`src/rtl/datapath_pkg.sv`:
```
// Shared definitions for the multiplier datapath: operation codes and the
// control-state encoding of the shift register.
package datapath_pkg;

  localparam logic [2:0] OP_HOLD  = 3'd0;
  localparam logic [2:0] OP_LOAD  = 3'd1;
  localparam logic [2:0] OP_SHL   = 3'd2;
  localparam logic [2:0] OP_SHR   = 3'd3;
  localparam logic [2:0] OP_SAR   = 3'd4;
  localparam logic [2:0] OP_ROL   = 3'd5;
  localparam logic [2:0] OP_ROR   = 3'd6;
  localparam logic [2:0] OP_CLEAR = 3'd7;

  typedef enum logic {
    ST_IDLE  = 1'b0,
    ST_SHIFT = 1'b1
  } state_t;

endpackage

```
`src/rtl/shift_counter.sv`:
```
// Loadable down-counter that tracks the remaining single-bit shifts;
// last flags the final step.
module shift_counter #(
  parameter int AMT_W = 3
) (
  input  logic             clk,
  input  logic             clr,
  input  logic             load,
  input  logic             dec,
  input  logic [AMT_W-1:0] load_val,
  output logic             last
);

  logic [AMT_W-1:0] count;

  always_ff @(posedge clk or negedge clr) begin
    if (!clr) begin
      count <= '0;
    end else if (load) begin
      count <= load_val;
    end else if (dec && (count != '0)) begin
      count <= count - AMT_W'(1);
    end
  end

  assign last = (count == AMT_W'(1));

endmodule

```
`src/rtl/shift_register_n.sv`:
```
// N-bit storage/shift element with start/busy/done handshake; shifts and
// rotates advance one bit per clock under control of a down-counter.
module shift_register_n
  import datapath_pkg::*;
#(
  parameter int WIDTH = 8,
  parameter int AMT_W = 3
) (
  input  logic             clk,
  input  logic             clr,
  input  logic             start,
  input  logic [2:0]       op,
  input  logic [AMT_W-1:0] amt,
  input  logic [WIDTH-1:0] d,
  input  logic             sin,
  output logic [WIDTH-1:0] q,
  output logic             sout,
  output logic             busy,
  output logic             done,
  output logic             zero
);

  // Handshake: start (with op/amt/d) is taken only on an edge where busy=0;
  // busy stays high across a multi-cycle shift and done pulses for exactly
  // one cycle after the edge that completes any accepted operation.

  state_t           state, state_nxt;
  logic [2:0]       op_r;
  logic [WIDTH-1:0] q_nxt;
  logic             sout_nxt, done_nxt;
  logic             cnt_load, cnt_dec, cnt_last;
  logic             is_shift_op, long_op;

  assign is_shift_op = (op >= OP_SHL) && (op <= OP_ROR);
  assign long_op     = is_shift_op && (amt != '0);

  shift_counter #(.AMT_W(AMT_W)) u_cnt (
    .clk      (clk),
    .clr      (clr),
    .load     (cnt_load),
    .dec      (cnt_dec),
    .load_val (amt),
    .last     (cnt_last)
  );

  always_ff @(posedge clk or negedge clr) begin
    if (!clr) begin
      state <= ST_IDLE;
    end else begin
      state <= state_nxt;
    end
  end

  always_comb begin
    state_nxt = state;
    case (state)
      ST_IDLE:  if (start && long_op) state_nxt = ST_SHIFT;
      ST_SHIFT: if (cnt_last)         state_nxt = ST_IDLE;
      default:                        state_nxt = ST_IDLE;
    endcase
  end

  always_comb begin
    q_nxt    = q;
    sout_nxt = sout;
    done_nxt = 1'b0;
    cnt_load = 1'b0;
    cnt_dec  = 1'b0;
    case (state)
      ST_IDLE: begin
        if (start) begin
          // A zero-count shift completes like a single-edge op.
          done_nxt = !long_op;
          cnt_load = long_op;
          if (op == OP_LOAD) begin
            q_nxt    = d;
            sout_nxt = 1'b0;
          end else if (op == OP_CLEAR) begin
            q_nxt    = '0;
            sout_nxt = 1'b0;
          end
        end
      end
      ST_SHIFT: begin
        cnt_dec  = 1'b1;
        done_nxt = cnt_last;
        case (op_r)
          OP_SHL: begin q_nxt = {q[WIDTH-2:0], sin};      sout_nxt = q[WIDTH-1]; end
          OP_SHR: begin q_nxt = {sin, q[WIDTH-1:1]};      sout_nxt = q[0];       end
          OP_SAR: begin q_nxt = {q[WIDTH-1], q[WIDTH-1:1]}; sout_nxt = q[0];     end
          OP_ROL: begin q_nxt = {q[WIDTH-2:0], q[WIDTH-1]}; sout_nxt = q[WIDTH-1]; end
          OP_ROR: begin q_nxt = {q[0], q[WIDTH-1:1]};     sout_nxt = q[0];       end
          default: ;
        endcase
      end
      default: ;
    endcase
  end

  always_ff @(posedge clk or negedge clr) begin
    if (!clr) begin
      q    <= '0;
      sout <= 1'b0;
      done <= 1'b0;
      op_r <= OP_HOLD;
    end else begin
      q    <= q_nxt;
      sout <= sout_nxt;
      done <= done_nxt;
      if (cnt_load) op_r <= op;
    end
  end

  assign busy = (state == ST_SHIFT);
  assign zero = (q == '0);

endmodule

```
`config.mk`:
```
export PLATFORM = sky130hd
export DESIGN_NAME = shift_register_n
export DESIGN_NICKNAME = d
export VERILOG_FILES = /design/src/rtl/datapath_pkg.sv /design/src/rtl/shift_counter.sv /design/src/rtl/shift_register_n.sv
export SDC_FILE = /design/constraint.sdc
export NUM_CORES = 1
export LEC_CHECK = 0
export BUFFER_PORTS_ARGS = -buffer_cell sky130_fd_sc_hd__buf_2
export CAP_MARGIN = 20
export CORE_UTILIZATION = 40
export CTS_BUF_LIST = sky130_fd_sc_hd__clkbuf_16
export CTS_CLUSTER_SIZE = 28
export DETAILED_ROUTE_END_ITERATION = 8
export GPL_ROUTABILITY_DRIVEN = 0
export GPL_TIMING_DRIVEN = 0
export PLACE_DENSITY_LB_ADDON = 0.2
export SETUP_SLACK_MARGIN = 0.5
export SYNTH_ARGS = -nofsm -noshare
export SYNTH_HDL_FRONTEND = slang
export SYNTH_SLANG_ARGS = --single-unit
```
`constraint.sdc`:
```
create_clock -name clk -period 4.1 [get_ports clk]
set_clock_uncertainty 0.15 [all_clocks]
set_input_delay 0.615 -clock clk [delete_from_list [all_inputs] [get_ports clk]]
set_output_delay 0.615 -clock clk [all_outputs]
set_load 0.02 [all_outputs]
```
==> results of run 1 <==
-- area by class of cell --
class	instances	area (um2)	area share [%]
tap	31	38.8	2.60
multi-input combinational	94	751	50.3
clock inverter	1	7.51	0.503
clock buffer	3	75.1	5.03
inverter	5	18.8	1.26
buffer	5	30.0	2.01
timing repair buffer	29	145	9.73
sequential	17	425	28.5
-- per-layer routing --
metal  vias to the layer above  wire length [um]
li1                        514                 -
met1                       490              1270
met2                        16              1440
met3                         5                72
met4                         0                45
met5                         -                 0
-- power breakdown --
group	leakage (nW)	switching, mW	internal [mW]
combinational	0.430	0.379	0.296
sequential	0.213	0.0807	0.249
clock	0.0371	0.0733	0.132
total	0.680	0.533	0.677
-- worst register-to-register path, cell delays in order, from the launching register on --
cell and delay, ns:
dfrtp_1 0.39, buf_4 0.19, nor4b_2 0.62, and2_1 0.22, mux2i_1 0.07, mux2i_1 0.14
-- registers in the layout (all words and copies together) (netlist names) --
name,count
q,8
u_cnt.count,3
busy,1
op_r,3
done,1
sout,1
-- cells by family after synthesis --
kind of cell             after synthesis  synth area share [%]
AND/OR/NAND/NOR                       42                  21.5
multiplexers                          24                  20.6
AO/OA/AOI/OAI                         23                  14.7
flip-flops                            17                  34.7
buffers and inverters                 10                  3.98
adder cells (fa/ha/maj)                3                  3.06
XOR/XNOR                               2                  1.43
-- cells in the final DEF (no fill, tap or decap), types with 4 or more instances in the layout --
cell type	synthesis	layout
a21oi_1	4	4
and2_1	5	5
buf_2	3	32
dfrtp_1	17	17
inv_1	5	5
mux2i_1	19	19
nand2_1	10	10
nor3_1	5	5
o21ai_0	4	4
-- path summary, 6_finish.rpt --
kind	startpoint	end
max	q[7]	zero
min	clr	op_r[0]
max reg2reg	busy	q[1]
min reg2reg	sout	sout
max in group asynchronous	clr	q[0]
min in group clk	sout	sout
-- stage by stage --
| step | setup WS, ns | std cells | hold WS, ns | power [mW] | instance area (um2) |
|---|---|---|---|---|---|
| 4_1_cts | 1.79 | 185 | 0.146 | 1.22 | 1490 |
| 3_3_place_gp | 2.00 | 181 | 0.341 | 0.987 | 1410 |
| 6_report | 1.79 | 185 | 0.127 | 1.21 | 1490 |
| 2_1_floorplan | 2.03 | 121 | 0.169 | 0.835 | 1220 |
| 3_5_place_dp | 1.97 | 181 | 0.344 | 1.01 | 1410 |
| 5_1_grt | 1.75 | 185 | 0.158 | 1.31 | 1490 |
==> results.ini, run 1 <==
[status]
outcome=completed

[grt]
track_usage_pct=20.1
busiest_layer=met2
use_met3_pct=4.76
grt_max_degree=18
grtUsageMet2_pct=36.5
grt_pass1_wl_um=4960
antenna_found_initial=0
met1_usage_pct=23.2
grt_overflow_total=0
grt_pass1_vias=1061

[yosys]
syn_nets=142
ys_seq_area_share_pct=34.7
synthArstFlopShare_pct=100
synthCells=121
yosysTopAreaCell=dfrtp_1
synth_most_common_cell=mux2i_1
synth-edff-count=0
synth_common_cells=mux2i_1 (19), dfrtp_1 (17), nand2_1 (10)
synth-seq-cells=17
synth_top_area_share_pct=34.7
yosysWarnings=0
synth_cell_types=43
yosys_most_used_dff=dfrtp_1
ys_top_cells_by_area=dfrtp_1 (35%), mux2i_1 (16%), ha_1 (3.1%)
netlist_area_mm2=0.00122
synth_area_per_cell_um2=10.1

[detailed_routing]
drt_wl_total_um=2830
vias_per_cell=5.54
drc=0
wl_per_cell_um=15.3
first_pass_iters=4
via_count=1025
ant_nets=0
first_iter_violations=19

[cts]
cts_setup_buffers=0
htree_num_levels=1
clk_pin_slew_worst_paths_ns=0.06
tritoncts=built
numClockSinks=17
cts_hold_buf=0
clock-root-buffer=clkbuf_16
cts_resized=0
cts_buffer_depth=2
clkLatencyLatePin_ns=0.25
numCtsBuffers=3

[hold_path]
worstHoldPathType=in2async

[power_and_ir_drop]
ir_worst_vdd_uv=388
powerDensity_mw_per_mm2=811
p_leak_nw=0.680

[setup_path]
required_ns=3.34
rrSetupSlack_ns=2.25
start_kind=flip-flop
critPathCaptureType=output pin
crit_chain=or4_1 -> nor2_1 -> buf_2
max_stage_delay_ns=0.56
path_depth=3
critical_path.top_delay_family=simple AND/OR/NAND/NOR gates
path_buf_inv=1
crit_path_max_fanout=7
worstPathArrival_ns=1.54
critPathSlowestCell=or4_1
crit_type=reg2out
r2r_cells=5

[floorplanning]
die_w_um=57.3
dieArea_mm2=0.00329
die_y_um=57.3
num_rows=19
start_util_pct=43.3
ios=30
core-area_mm2=0.00283

[place]
io_buffers=29
post-dp-hpwl_um=2090

[final_layout]
post-route-util_pct=52.7
final_layout_size_suffix_gt1_share_pct=31.8
fillers=273
area_growth_pct=21.8
insertedDiodeCount=0
final_nets=176

[timing]
max_freq_mhz=433
period_share_pct=56.3
layout_min_cycle_time_ns=2.31
hold_viol_final=0
timing.setup.tns_ns=0
rsz0062_at_grt=no
maxSlewHeadroom_pct=55.5
worstMarginPinSlew_ns=0.666
setup_viol=0
final_max_slew_viol_count=0

[job]
drv_cap=0

Power figures use the tool's default switching activity.
==> inputs of run 2 (changes only) <==
--- a/config.mk
+++ b/config.mk
@@ -5,6 +5,7 @@
 export SDC_FILE = /design/constraint.sdc
 export NUM_CORES = 1
 export LEC_CHECK = 0
+export ABC_AREA = 1
 export BUFFER_PORTS_ARGS = -buffer_cell sky130_fd_sc_hd__buf_2
 export CAP_MARGIN = 20
 export CORE_UTILIZATION = 40
==> constraint.sdc (replaced) <==
create_clock -name clk -period 2.4 [get_ports clk]
set_clock_uncertainty 0.15 [all_clocks]
set_input_delay 0.36 -clock clk [delete_from_list [all_inputs] [get_ports clk]]
set_output_delay 0.36 -clock clk [all_outputs]
set_load 0.02 [all_outputs]
==> results.ini, run 2 <==
[status]
outcome=completed

[yosys]
synth_area_per_cell_um2=6.95
synth_top_family_by_area=simple AND/OR/NAND/NOR gates
synth_most_common_cell=nand2_1
yosys_most_used_dff=dfrtp_1
synthSimpleGateAreaFrac_pct=38.4
synth_compound_gate_area_share_pct=10.3
synth-seq-cells=17
synth_common_cells=nand2_1 (37), inv_1 (31), nand3_1 (27), dfrtp_1 (17), o21ai_0 (15)
syn_nets=203
synth-edff-count=0
synth_top_area_share_pct=33.6
ys_seq_area_share_pct=33.6
synth_xor_area_share_pct=0.692
synth_cell_types=23
synth_mux_area_share_pct=0
yosys.area_share.adder_pct=2.97
ys_top_cells_by_area=dfrtp_1 (34%), nand2_1 (11%), nand3_1 (11%)
yosysWarnings=0
netlist_area_mm2=0.00126
synthCells=182
synthArstFlopShare_pct=100
yosysTopAreaCell=dfrtp_1

[final_layout]
final_nets=238
insertedDiodeCount=0
final_cells=260
largest_reg_flops=8
area_growth_pct=22.8
post-route-util_pct=51.3
final_common_cell=nand2_1
regMostFlops=q
layout_common_cells=nand2_1 (37), inv_1 (32), buf_2 (32), nand3_1 (27), dfrtp_1 (17)
top_regs=q (8), op_r (3), u_cnt.count (3)
final_layout_size_suffix_gt1_share_pct=26.9

[detailed_routing]
wl_per_cell_um=11.3
drt_wl_total_um=2940
drc=0
first_iter_violations=67
first_pass_iters=4
via_count=1219
vias_per_cell=4.69
ant_nets=0

[cts]
cts_buffer_depth=2
htree_num_levels=1
tritoncts=built
clock-root-buffer=clkbuf_16
numClockSinks=17
clk_pin_slew_worst_paths_ns=0.05
cts_setup_buffers=0
numCtsBuffers=3
clkLatencyLatePin_ns=0.25

[grt]
antenna_found_initial=0
grt_overflow_total=0
grt_pass1_wl_um=4970
track_usage_pct=19.4
grt_max_degree=18
grt_pass1_vias=1130

[floorplanning]
core-area_mm2=0.00303
ios=30
num_rows=20
start_util_pct=41.8
die_y_um=58.2
die_w_um=58.2
dieArea_mm2=0.00339

[hold_path]
holdPathStages=3
worstHoldPathType=in2reg

[timing]
setup_slack_ns=0.714
layout_min_cycle_time_ns=1.69
worstMarginPinSlew_ns=0.438
period_share_pct=70.2
rsz0062_at_grt=no
final_max_slew_viol_count=0
max_freq_mhz=593
maxSlewHeadroom_pct=70.8
hold_viol_final=0
timing.setup.tns_ns=0
setup_viol=0

[place]
placedCellCount=255
io_buffers=29
post-place-ws_ns=0.736
post-dp-hpwl_um=2160

[setup_path]
crit_path_max_fanout=6
r2r_cells=8
worstPathArrival_ns=1.18
required_ns=1.89
critPathCaptureType=output pin
crit_type=reg2out
start_kind=flip-flop

[job]
drv_cap=0

[power_and_ir_drop]
p_leak_nw=0.860
powerDensity_mw_per_mm2=1380
ir_worst_vdd_uv=639

==> run 2: cell count changes in the layout (fill, tap and decap cells not counted), sizes merged, moves of 12 or more <==
cell	delta
inv	+31
mux2i	-20
nand2	+30
nand3	+32
nor2	+12
o21ai	+15
==> run 2: layout make-up <==
type	count	area, um2
Clock buffer	3	75.1
Fill cell	319	1470
Clock inverter	1	3.75
Buffer	6	46.3
Multi-Input combinational cell	124	662
Inverter	35	131
Sequential cell	17	425
Timing Repair Buffer	30	155
Tap cell	44	55.1
==> run 2: logic make-up (layout without fill, tap and decap cells) <==
family / count (synthesis) / after routing
AO/OA/AOI/OAI: 23 / 23
XOR/XNOR: 1 / 1
adder cells (fa/ha/maj): 3 / 3
buffers and inverters: 41 / 75
flip-flops: 17 / 17
AND/OR/NAND/NOR: 97 / 97
==> run 2: worst max-delay path, cell delays in order (launching register included) <==
cell and delay, ns:
dfrtp_1 0.44, inv_1 0.11, nand4_1 0.10, nor2_1 0.11
buf_2 0.17
==> run 2: path summary, 6_finish.rpt <==
| path | from | slack [ns] | endpoint |
|---|---|---|---|
| max | q[1] | 0.71 | zero |
| min | amt[2] | 0.21 | u_cnt.count[2] |
| max reg2reg | busy | 0.83 | q[5] |
| min in group asynchronous | clr | 0.42 | op_r[2] |
| min reg2reg | u_cnt.count[1] | 0.34 | u_cnt.count[1] |
| max in group asynchronous | clr | 1.38 | q[5] |
==> run 2: through the flow <==
step | hold WS [ns] | power [mW] | area (um2)
2_1_floorplan | -0.0856 | 1.52 | 1260
3_3_place_gp | 0.169 | 1.80 | 1470
3_5_place_dp | 0.164 | 1.81 | 1470
4_1_cts | 0.200 | 2.16 | 1550
5_1_grt | 0.247 | 2.35 | 1550
6_report | 0.208 | 2.14 | 1550
==> run 2: per-layer routing <==
layer	global-route usage [%]	part of all wire [%]	vias up
li1	-	-	648
met1	26.0	52	544
met2	31.0	44	23
met3	4.91	3.7	4
met4	5.10	0.92	0
met5	0	0	-
==> run 2: what timing repair did <==
action	CTS	global route
hold buffers	1	0
gates resized for setup	0	0
hold endpoints to repair	17	0
==> run 2: power breakdown <==
group	switching (mW)	leakage [nW]	internal [mW]	total, mW
clock network	0.112	0.0423	0.221	0.333
logic	0.800	0.606	0.465	1.26
registers	0.122	0.212	0.422	0.544
